===== src/rtl/clock_divider_bank_pkg.sv =====
// Shared constants and helpers for the programmable clock divider bank.
// Holds the default frequency plan and the width and mode types used by the channel slices.
package clock_divider_bank_pkg;

    localparam int CNT_W_DEF        = 32;
    localparam int SYS_FREQ_DEF     = 50_000_000;
    localparam int DEFAULT_FREQ_DEF = 1000;

    // Per-channel action for one clkin edge; reset sits above all of these.
    typedef enum logic [1:0] {
        MODE_HOLD,
        MODE_RUN,
        MODE_SYNC
    } ch_mode_e;

    function automatic int calc_half(input int sys_freq, input int freq);
        return sys_freq / 2 / freq;
    endfunction

    function automatic int ch_idx_w(input int n);
        return (n <= 1) ? 1 : $clog2(n);
    endfunction

endpackage


===== src/rtl/clock_divider_bank_if.sv =====
// Configuration write bus for the divider bank.
// It carries a write strobe, the target channel and the new half-period.
interface clock_divider_bank_if
    import clock_divider_bank_pkg::*;
#(
    parameter int NUM_CH = 4,
    parameter int CNT_W  = CNT_W_DEF
) ();

    localparam int CH_W = ch_idx_w(NUM_CH);

    logic             cfg_we;
    logic [CH_W-1:0]  cfg_ch;
    logic [CNT_W-1:0] cfg_half;

    modport master (output cfg_we, output cfg_ch, output cfg_half);
    modport slave  (input  cfg_we, input  cfg_ch, input  cfg_half);

endinterface


===== src/rtl/clock_divider_bank_channel.sv =====
// One divider slice: half-period counter, toggle flop, tick pulse and a deferred reload
// that only takes effect on a toggle edge so no half-period is ever cut short.
module clock_divider_channel
    import clock_divider_bank_pkg::*;
#(
    parameter int CNT_W        = CNT_W_DEF,
    parameter int DEFAULT_HALF = calc_half(SYS_FREQ_DEF, DEFAULT_FREQ_DEF)
) (
    input  logic             clkin,
    input  logic             rst_n,
    input  logic             en,
    input  logic             sync,
    input  logic             we,
    input  logic [CNT_W-1:0] wr_half,
    output logic             clkout,
    output logic             tick,
    output logic             reload_pend
);

    logic [CNT_W-1:0] cnt, cnt_nxt;
    logic [CNT_W-1:0] active_half, active_nxt;
    logic [CNT_W-1:0] pending_half, pending_nxt;
    logic             clk_nxt, tick_nxt, pend_nxt;
    logic [CNT_W:0]   cnt_inc, eff_half;
    logic             hit;
    ch_mode_e         mode;

    always_comb begin
        mode        = sync ? MODE_SYNC : (en ? MODE_RUN : MODE_HOLD);
        // One extra bit so a counter at all-ones compares correctly instead of wrapping.
        cnt_inc     = {1'b0, cnt} + {{CNT_W{1'b0}}, 1'b1};
        eff_half    = (active_half == '0) ? {{CNT_W{1'b0}}, 1'b1} : {1'b0, active_half};
        hit         = (cnt_inc >= eff_half);

        cnt_nxt     = cnt;
        clk_nxt     = clkout;
        tick_nxt    = 1'b0;
        active_nxt  = active_half;
        pending_nxt = pending_half;
        pend_nxt    = reload_pend;

        case (mode)
            MODE_SYNC: begin
                cnt_nxt = '0;
                clk_nxt = 1'b0;
                if (we) begin
                    active_nxt  = wr_half;
                    pending_nxt = wr_half;
                end else if (reload_pend) begin
                    active_nxt  = pending_half;
                end
                pend_nxt = 1'b0;
            end
            MODE_RUN: begin
                if (hit) begin
                    cnt_nxt  = '0;
                    clk_nxt  = ~clkout;
                    tick_nxt = ~clkout;
                    if (we) begin
                        active_nxt  = wr_half;
                        pending_nxt = wr_half;
                    end else if (reload_pend) begin
                        active_nxt  = pending_half;
                    end
                    pend_nxt = 1'b0;
                end else begin
                    cnt_nxt = cnt_inc[CNT_W-1:0];
                    if (we) begin
                        pending_nxt = wr_half;
                        pend_nxt    = 1'b1;
                    end
                end
            end
            default: begin
                // Stopped channels have no half-period in flight, so writes land at once.
                if (we) begin
                    active_nxt  = wr_half;
                    pending_nxt = wr_half;
                    pend_nxt    = 1'b0;
                end
            end
        endcase
    end

    always_ff @(posedge clkin) begin
        if (!rst_n) begin
            cnt          <= '0;
            clkout       <= 1'b0;
            tick         <= 1'b0;
            active_half  <= CNT_W'(DEFAULT_HALF);
            pending_half <= CNT_W'(DEFAULT_HALF);
            reload_pend  <= 1'b0;
        end else begin
            cnt          <= cnt_nxt;
            clkout       <= clk_nxt;
            tick         <= tick_nxt;
            active_half  <= active_nxt;
            pending_half <= pending_nxt;
            reload_pend  <= pend_nxt;
        end
    end

endmodule


===== src/rtl/clock_divider_bank.sv =====
// NUM_CH programmable square-wave clock generators derived from clkin.
// The top only decodes the configuration channel and fans the sync pulse out.
module clock_divider_bank
    import clock_divider_bank_pkg::*;
#(
    parameter int NUM_CH       = 4,
    parameter int CNT_W        = CNT_W_DEF,
    parameter int SYS_FREQ     = SYS_FREQ_DEF,
    parameter int DEFAULT_FREQ = DEFAULT_FREQ_DEF,
    parameter int DEFAULT_HALF = calc_half(SYS_FREQ, DEFAULT_FREQ)
) (
    input  logic                 clkin,
    input  logic                 rst_n,
    input  logic [NUM_CH-1:0]    ch_en,
    clock_divider_bank_if.slave  cfg,
    input  logic                 sync,
    output logic [NUM_CH-1:0]    clkout,
    output logic [NUM_CH-1:0]    tick,
    output logic [NUM_CH-1:0]    reload_pend
);

    for (genvar i = 0; i < NUM_CH; i++) begin : g_ch
        logic we_ch;

        // Out-of-range channel numbers match no slice and are dropped.
        assign we_ch = cfg.cfg_we && (int'(cfg.cfg_ch) == i);

        clock_divider_channel #(
            .CNT_W        (CNT_W),
            .DEFAULT_HALF (DEFAULT_HALF)
        ) u_ch (
            .clkin       (clkin),
            .rst_n       (rst_n),
            .en          (ch_en[i]),
            .sync        (sync),
            .we          (we_ch),
            .wr_half     (cfg.cfg_half),
            .clkout      (clkout[i]),
            .tick        (tick[i]),
            .reload_pend (reload_pend[i])
        );
    end

endmodule


===== src/flat_wrapper.sv =====
// flat-port wrapper written by rule: the top's interface ports become plain ports
module clock_divider_bank_flat import clock_divider_bank_pkg::*;
#(
    parameter int NUM_CH       = 4,
    parameter int CNT_W        = CNT_W_DEF,
    parameter int SYS_FREQ     = SYS_FREQ_DEF,
    parameter int DEFAULT_FREQ = DEFAULT_FREQ_DEF,
    parameter int DEFAULT_HALF = calc_half(SYS_FREQ, DEFAULT_FREQ)
)
  (clkin, rst_n, ch_en, sync, clkout, tick, reload_pend, cfg_cfg_we, cfg_cfg_ch, cfg_cfg_half);
  clock_divider_bank_if #(.NUM_CH(NUM_CH), .CNT_W(CNT_W)) cfg_i ();
  input  logic clkin;
  input  logic rst_n;
  input  logic [NUM_CH-1:0] ch_en;
  input  logic sync;
  output logic [NUM_CH-1:0] clkout;
  output logic [NUM_CH-1:0] tick;
  output logic [NUM_CH-1:0] reload_pend;
  input wire logic [$bits(cfg_i.cfg_we)-1:0] cfg_cfg_we;
  input wire logic [$bits(cfg_i.cfg_ch)-1:0] cfg_cfg_ch;
  input wire logic [$bits(cfg_i.cfg_half)-1:0] cfg_cfg_half;
  assign cfg_i.cfg_we = cfg_cfg_we;
  assign cfg_i.cfg_ch = cfg_cfg_ch;
  assign cfg_i.cfg_half = cfg_cfg_half;
  clock_divider_bank #(.NUM_CH(NUM_CH), .CNT_W(CNT_W), .SYS_FREQ(SYS_FREQ), .DEFAULT_FREQ(DEFAULT_FREQ), .DEFAULT_HALF(DEFAULT_HALF)) u_core (.clkin(clkin), .rst_n(rst_n), .ch_en(ch_en), .cfg(cfg_i), .sync(sync), .clkout(clkout), .tick(tick), .reload_pend(reload_pend));
endmodule

===== config.mk =====
export PLATFORM = sky130hd
export DESIGN_NAME = clock_divider_bank_flat
export DESIGN_NICKNAME = d
export VERILOG_FILES = /design/src/rtl/clock_divider_bank_pkg.sv /design/src/rtl/clock_divider_bank_if.sv /design/src/rtl/clock_divider_bank_channel.sv /design/src/rtl/clock_divider_bank.sv /design/src/flat_wrapper.sv
export SDC_FILE = /design/constraint.sdc
export NUM_CORES = 1
export LEC_CHECK = 0
export ABC_AREA = 0
export CAP_MARGIN = 5
export CORE_ASPECT_RATIO = 0.8
export CORE_MARGIN = 5
export CORE_UTILIZATION = 45
export DETAILED_ROUTE_END_ITERATION = 16
export SYNTH_ARGS = -nofsm -noshare
export SYNTH_HDL_FRONTEND = slang
export SYNTH_SLANG_ARGS = --single-unit

===== constraint.sdc =====
create_clock -name clkin -period 3.9 [get_ports clkin]
set_input_delay 0.78 -clock clkin [delete_from_list [all_inputs] [get_ports clkin]]
set_output_delay 0.78 -clock clkin [all_outputs]
set_load 0.02 [all_outputs]

**Yosys cells after proc, flatten, opt, wreduce, memory -nomap -nowiden**

Cells that the tools add are included.

- Register bits after elaboration: 396
- Output and inout port bits: 12
- Word-level logic and storage cells: 152

- Add/subtract/negate cells: 4
- Order comparisons: 4
- Equality and inequality tests: 19
- Multiplexer cells: 64
- Bitwise operators: 4
- Reductions and logical operators: 33

Operators by type and width:

| operator | number |
|---|---|
| $mux W32 | 24 |
| $pmux W32 S2 | 8 |
| $add A32 B1 Y33 const B | 4 |
| $ge A33 B32 Y1 | 4 |
| $logic_not A32 Y1 | 4 |
| $reduce_and A2 Y1 | 12 |
| $mux W1 | 20 |
| $pmux W1 S2 | 8 |
| $eq A2 B2 Y1 const B | 6 |
| $ne A3 B3 Y1 const B | 4 |
| $reduce_and A3 Y1 | 4 |
| $reduce_bool A3 Y1 | 4 |
| $eq A2 B1 Y1 const B | 5 |
| $mux W2 | 4 |
| $ne A2 B2 Y1 const B | 4 |
| $reduce_bool A2 Y1 | 4 |
| $logic_and A1 B1 Y1 | 4 |
| $not A1 Y1 | 4 |
| $logic_not A2 Y1 | 1 |

**Logic depth before layout (Yosys ltp)**

- Depth after elaboration: 5
- Gate-level depth with buffers: 19
- Mapped depth without buffers: 16

**Cells and area by module**

Synthesis repeated with hierarchy kept, for this count alone.

- Cell total of the unflattened synthesis: 2826
- Area, all modules: 22938.2 um^2

By module, submodules not included:

| module | times used | cells each | area an instance (um^2) | sequential area each (um^2) |
|---|---|---|---|---|
| clock_divider_channel (u_core.g_ch[0].u_ch ...) | 3 | 711 | 5759.3 | 1981.9 |
| clock_divider_channel (u_core.g_ch[3].u_ch) | 1 | 689 | 5622.9 | 1981.9 |
| clock_divider_bank | 1 | 4 | 37.5 | 0.0 |

**Least setup slack after synthesis**

OpenSTA, ideal clock, no wires.

- Path type: register -> register
- Start: register u_core.g_ch[3].u_ch.cnt[11]
- End: register u_core.g_ch[3].u_ch.cnt[16]
- Arrival time: 4.191 ns
- Setup slack: -0.370 ns
- Cell stages (with the launch flop): 19
- Buffers on the path: 3
- Path through: dfxtp_1 > nand4_1 > or4_4 > or3_1 > or2_1 > buf_6 > nor2_1 > xnor2_1 > ha_1 > and3_1 > a221oi_1 > o31ai_1 > a21o_1 > nor4b_2 > and2_1 > clkbuf_1 > buf_2 > nand4b_1 > o211ai_1

- Word-level cells in the longest chain between the ends: 4

Ends and longest elaborated chain:

| item | RTL line | text |
|---|---|---|
| start: declaration | clock_divider_bank_channel.sv:20 | `logic [CNT_W-1:0] cnt, cnt_nxt;` |
| start signal: assignment | clock_divider_bank_channel.sv:94 | `cnt <= cnt_nxt;` |
| $add A32 B1 Y33 * | clock_divider_bank_channel.sv:31 | `cnt_inc = {1'b0, cnt} + {{CNT_W{1'b0}}, 1'b1};` |
| $ge A33 B32 Y1 | clock_divider_bank_channel.sv:33 | `hit = (cnt_inc >= eff_half);` |
| $mux W32 * | clock_divider_bank_channel.sv:55 | `if (hit) begin` |
| $pmux W32 S2 * | clock_divider_bank_channel.sv:42 | `case (mode)` |

Mark *: on every way between the ends. The rest lies on a longest branch, timed or not.
A chain may end at the register's enable or synchronous reset.

**Worst setup path after layout**

- Start: register u_core.g_ch[3].u_ch.cnt[11]
- End: register u_core.g_ch[3].u_ch.active_half[5]

- Word-level cells in the longest chain between the ends: 4

Ends and longest elaborated chain:

| item | RTL line | text |
|---|---|---|
| $add A32 B1 Y33 | clock_divider_bank_channel.sv:31 |  |
| $ge A33 B32 Y1 | clock_divider_bank_channel.sv:33 |  |
| $ne A2 B2 Y1 (no line) | - |  |
| $reduce_and A2 Y1 (no line) | - |  |
| end signal: assignment | clock_divider_bank_channel.sv:90 | `active_half <= CNT_W'(DEFAULT_HALF);` |
| end signal: assignment | clock_divider_bank_channel.sv:97 | `active_half <= active_nxt;` |
| end: declaration | clock_divider_bank_channel.sv:21 | `logic [CNT_W-1:0] active_half, active_nxt;` |

Every way passes these cells.

==> results.md <==
- Clock buffer count from CTS: 43
- Latest clock arrival within the worst-skew pair: 0.55 ns
- Actual slew at the worst max-slew pin: 1.50 ns
- Prevailing post-synth register cell: sky130_fd_sc_hd__dfxtp_1
- Via count of the routed design: 20,300
- Final number of max-transition violations: 1
- Final count of negative-setup-slack endpoints: 52
- Share of the cycle needed by the critical path after routing: 1.03
- Number of enable flip-flop cells after synthesis: 0
- Buffering stage count on the worst path with inverters included: 2
- Maximum clock insertion buffer count: 3
- Most frequent standard cell in the layout excluding fill and tap cells: sky130_fd_sc_hd__nand2_1
- Violations in the final reports: capacitance limit, slew limit, setup timing
- Min-Delay Path Depth: 2
- Mean instance size in the synthesized netlist: 7.88 um2
- Count of fill cells added during filler insertion: 4,095
- Initial core utilization: 0.452
- Global router's overall resource usage: 0.236
- Post-synthesis instance area: 21,100 um2
- Total I/O pin count: 54
- R2R depth: 17
- 1st-iter DRT viols: 1,495
- Overall Power: 9750 uW
- Worst Hold Class: reg -> reg
- Height of the chip: 204 um
- Layout cell share with drive strength beyond 1: 0.222
- Gr ovfl total: 0
- Minimum clock period after layout: 4.03 ns
- Hold violation count in the final report: 0
- Synthesized flop and latch total: 396
- Worst path max stage delay: 0.51 ns
- Critical path startpoint category: flop
- Maximum frequency from static timing analysis: 0.248 GHz
- Sequential cell area: 7950 um2
- Cell chain of the critical path: nand4_1 -> or4_4 -> or3_4 -> or2_4 -> nor2_4 -> xnor2_2 -> ha_1 -> and3_4 -> a221oi_2 -> o31ai_1 -> a21o_1 -> nor4b_4 -> a22oi_4 -> buf_6 -> buf_16 -> nor3_4 -> a31oi_1
- Worst hold endpoint: u_core.g_ch[2].u_ch.pending_half[21]
- Antenna violations before repair: 0
- Synthesis-to-layout area growth: 30.4%
- NumNets Final: 3,044
- Clock slew seen by the registers of the worst setup and hold paths: 0.06 ns
- Final setup margin: -0.127 ns
- Final HPWL DP: 41.7 mm
- IR drop worst, VDD: 0.000358 V
- CTS HTree Levels: 2
- Slack of the worst reg-to-reg path: -0.13 ns
- Maximum net fanout on the critical path: 6
- Sequential share of the synthesized area: 0.375
- Die outline width: 252 um
- Classification of the worst setup path: reg -> reg
- Final wirelength: 66.2 mm
- Total non-filler cell area in the finished layout: 27,500 um2
- Async set-reset flop share out of synthesis: 0
- Capturing element type of the critical path: flop
- Max Cap Violations: 1
- Launching point of the worst reg2reg path: u_core.g_ch[3].u_ch.cnt[11]
- Fin Setup TNS: -3.42 ns
- DRC viols: 0
- Required time of the critical path: 4.31 ns
- Delay-heaviest family, CP: simple AND/OR/NAND/NOR gates
- Critical-path cell with the highest stage delay: sky130_fd_sc_hd__or4_4
- Root cell of the clock tree: sky130_fd_sc_hd__clkbuf_16
- Router iterations before antenna repair: 6
- Number of buffer cells added on primary ports: 53
- Synth area leaders: sky130_fd_sc_hd__dfxtp_1 (38%), sky130_fd_sc_hd__nand2_1 (8.4%), sky130_fd_sc_hd__ha_1 (7.8%)
- Setup WS pre-CTS: -0.279 ns
- Via/cell ratio: 5.77
- Number of warnings printed during yosys synthesis: 0
- Quantity of hold-fixing buffers added after cts: 0
- Share of the synthesized area in the top cell type: 0.375
- Die Outline Area: 51,400 um2
- Routed wirelength normalized by instance count: 18.8 um
- Status: finished with violations
- Max-slew headroom: -0.00725
- Number of sinks handled by clock tree synthesis: 396
- First-pass GRT wire length: 100 mm
- Pin count of the biggest net entering global routing: 103
- Vias in the first global route: 19,100
- Setup repair after global routing missed its margin: yes
- Routability congestion estimate: 0.844
- Total power divided by cell area: 354 nW/um2
- Antenna-violating nets left: 0
- Worst flop-to-flop path endpoint: u_core.g_ch[3].u_ch.active_half[5]
- Clock tree from TritonCTS: yes
- Worst endpoint data arrival time: 4.44 ns
- Post-Synthesis Cells: 2,681
- Most frequent cells in the layout: sky130_fd_sc_hd__nand2_1 (463), sky130_fd_sc_hd__dfxtp_1 (377), sky130_fd_sc_hd__buf_4 (205)
- Yosys top cell by area: sky130_fd_sc_hd__dfxtp_1
- Core ar.: 46,700 um2
- Instance area after placement: 23,300 um2
- Startpoint of the tightest hold check path: u_core.g_ch[2].u_ch.pending_half[21]
- Distinct cells, synth: 71
- Area of combinational cells with multiple inputs: 13,600 um2
- Static Leakage: 0.0108 uW
- Syn Nets: 2,855
- Share of the core filled with cells in the final layout: 0.589
- Clock tree skew after final layout: 0.0120 ns
- Site row count: 71
## cell usage after synthesis (all sizes together) (47+ instances only)
library cell,count
a21oi,201
a311oi,78
buf,47
clkbuf,141
dfxtp,396
ha,132
inv,140
mux2i,52
nand2,473
nand3,131
nor2,221
o21ai,111
xnor2,79
## cell type report
type	count	area share
Multi-Input combinational cell	1960	0.492
Sequential cell	396	0.289
Timing Repair Buffer	329	0.117
Clock buffer	59	0.0446
Tap cell	620	0.0282
Inverter	140	0.0194
Clock inverter	18	0.00923
Antenna cell	1	0.0000909
## power breakdown
part | leakage (uW) | internal (uW) | switching (uW)
Clock | 0.000718 | 2600 | 1730
Sequential | 0.00322 | 4160 | 98.6
Combinational | 0.00682 | 459 | 700
Total | 0.0108 | 7230 | 2530
## flip-flops by register name (all words and copies together) (netlist names)
signal,cells
u_core.g_ch.u_ch.active_half,128
u_core.g_ch.u_ch.clkout,4
u_core.g_ch.u_ch.cnt,128
u_core.g_ch.u_ch.pending_half,128
u_core.g_ch.u_ch.reload_pend,4
u_core.g_ch.u_ch.tick,4
## routing by layer
metal | vias up | track usage | routed length (um)
met2 | 558 | 0.376 | 30200
li1 | 9798 | - | -
met1 | 9837 | 0.328 | 29800
met3 | 128 | 0.0462 | 4350
met4 | 0 | 0.0659 | 1830
met5 | - | 0 | 0
## worst min-delay path, stage by stage (launching register included)
cell and delay [ns]:
sky130_fd_sc_hd__dfxtp_1 0.31, sky130_fd_sc_hd__nand2_1 0.05, sky130_fd_sc_hd__a21oi_1 0.05
## logic make-up after synthesis
logic type / Yosys count / share of synthesized area
flip-flops: 396 / 0.375
AND/OR/NAND/NOR: 1078 / 0.233
buffers and inverters: 328 / 0.0634
XOR/XNOR: 115 / 0.0481
multiplexers: 53 / 0.0252
adder cells (fa/ha/maj): 132 / 0.0782
AO/OA/AOI/OAI: 579 / 0.177
## repair_timing
| item | in CTS | in global routing |
|---|---|---|
| resized for setup | 107 | 273 |
| pin swaps | 52 | 95 |
| buffers inserted | 36 | 39 |
| setup endpoints to repair | 189 | 260 |
| cloned | 11 | 16 |
## stage by stage
step / hold slack (ns) / cells
2_1_floorplan: 0.432 / 2681
5_1_grt: 0.470 / 3522
3_3_place_gp: 0.441 / 3356
3_5_place_dp: 0.446 / 3356
4_1_cts: 0.454 / 3480
6_report: 0.454 / 3523
## how the worst max path moves through the flow
stage,slack (ns),cells past startpoint,start,to
2_1_floorplan,-0.03,17,u_core.g_ch[3].u_ch.cnt[11],u_core.g_ch[3].u_ch.active_half[27]
3_3_place_gp,-0.11,17,u_core.g_ch[2].u_ch.cnt[8],u_core.g_ch[2].u_ch.cnt[16]
3_5_place_dp,-0.28,16,u_core.g_ch[3].u_ch.cnt[11],u_core.g_ch[3].u_ch.active_half[19]
4_1_cts,-0.16,17,u_core.g_ch[3].u_ch.cnt[8],u_core.g_ch[3].u_ch.active_half[5]
5_1_grt,-0.32,16,u_core.g_ch[3].u_ch.cnt[11],u_core.g_ch[3].u_ch.active_half[3]
6_report,-0.13,17,u_core.g_ch[3].u_ch.cnt[11],u_core.g_ch[3].u_ch.active_half[5]
(Power assumes the default switching activity.)
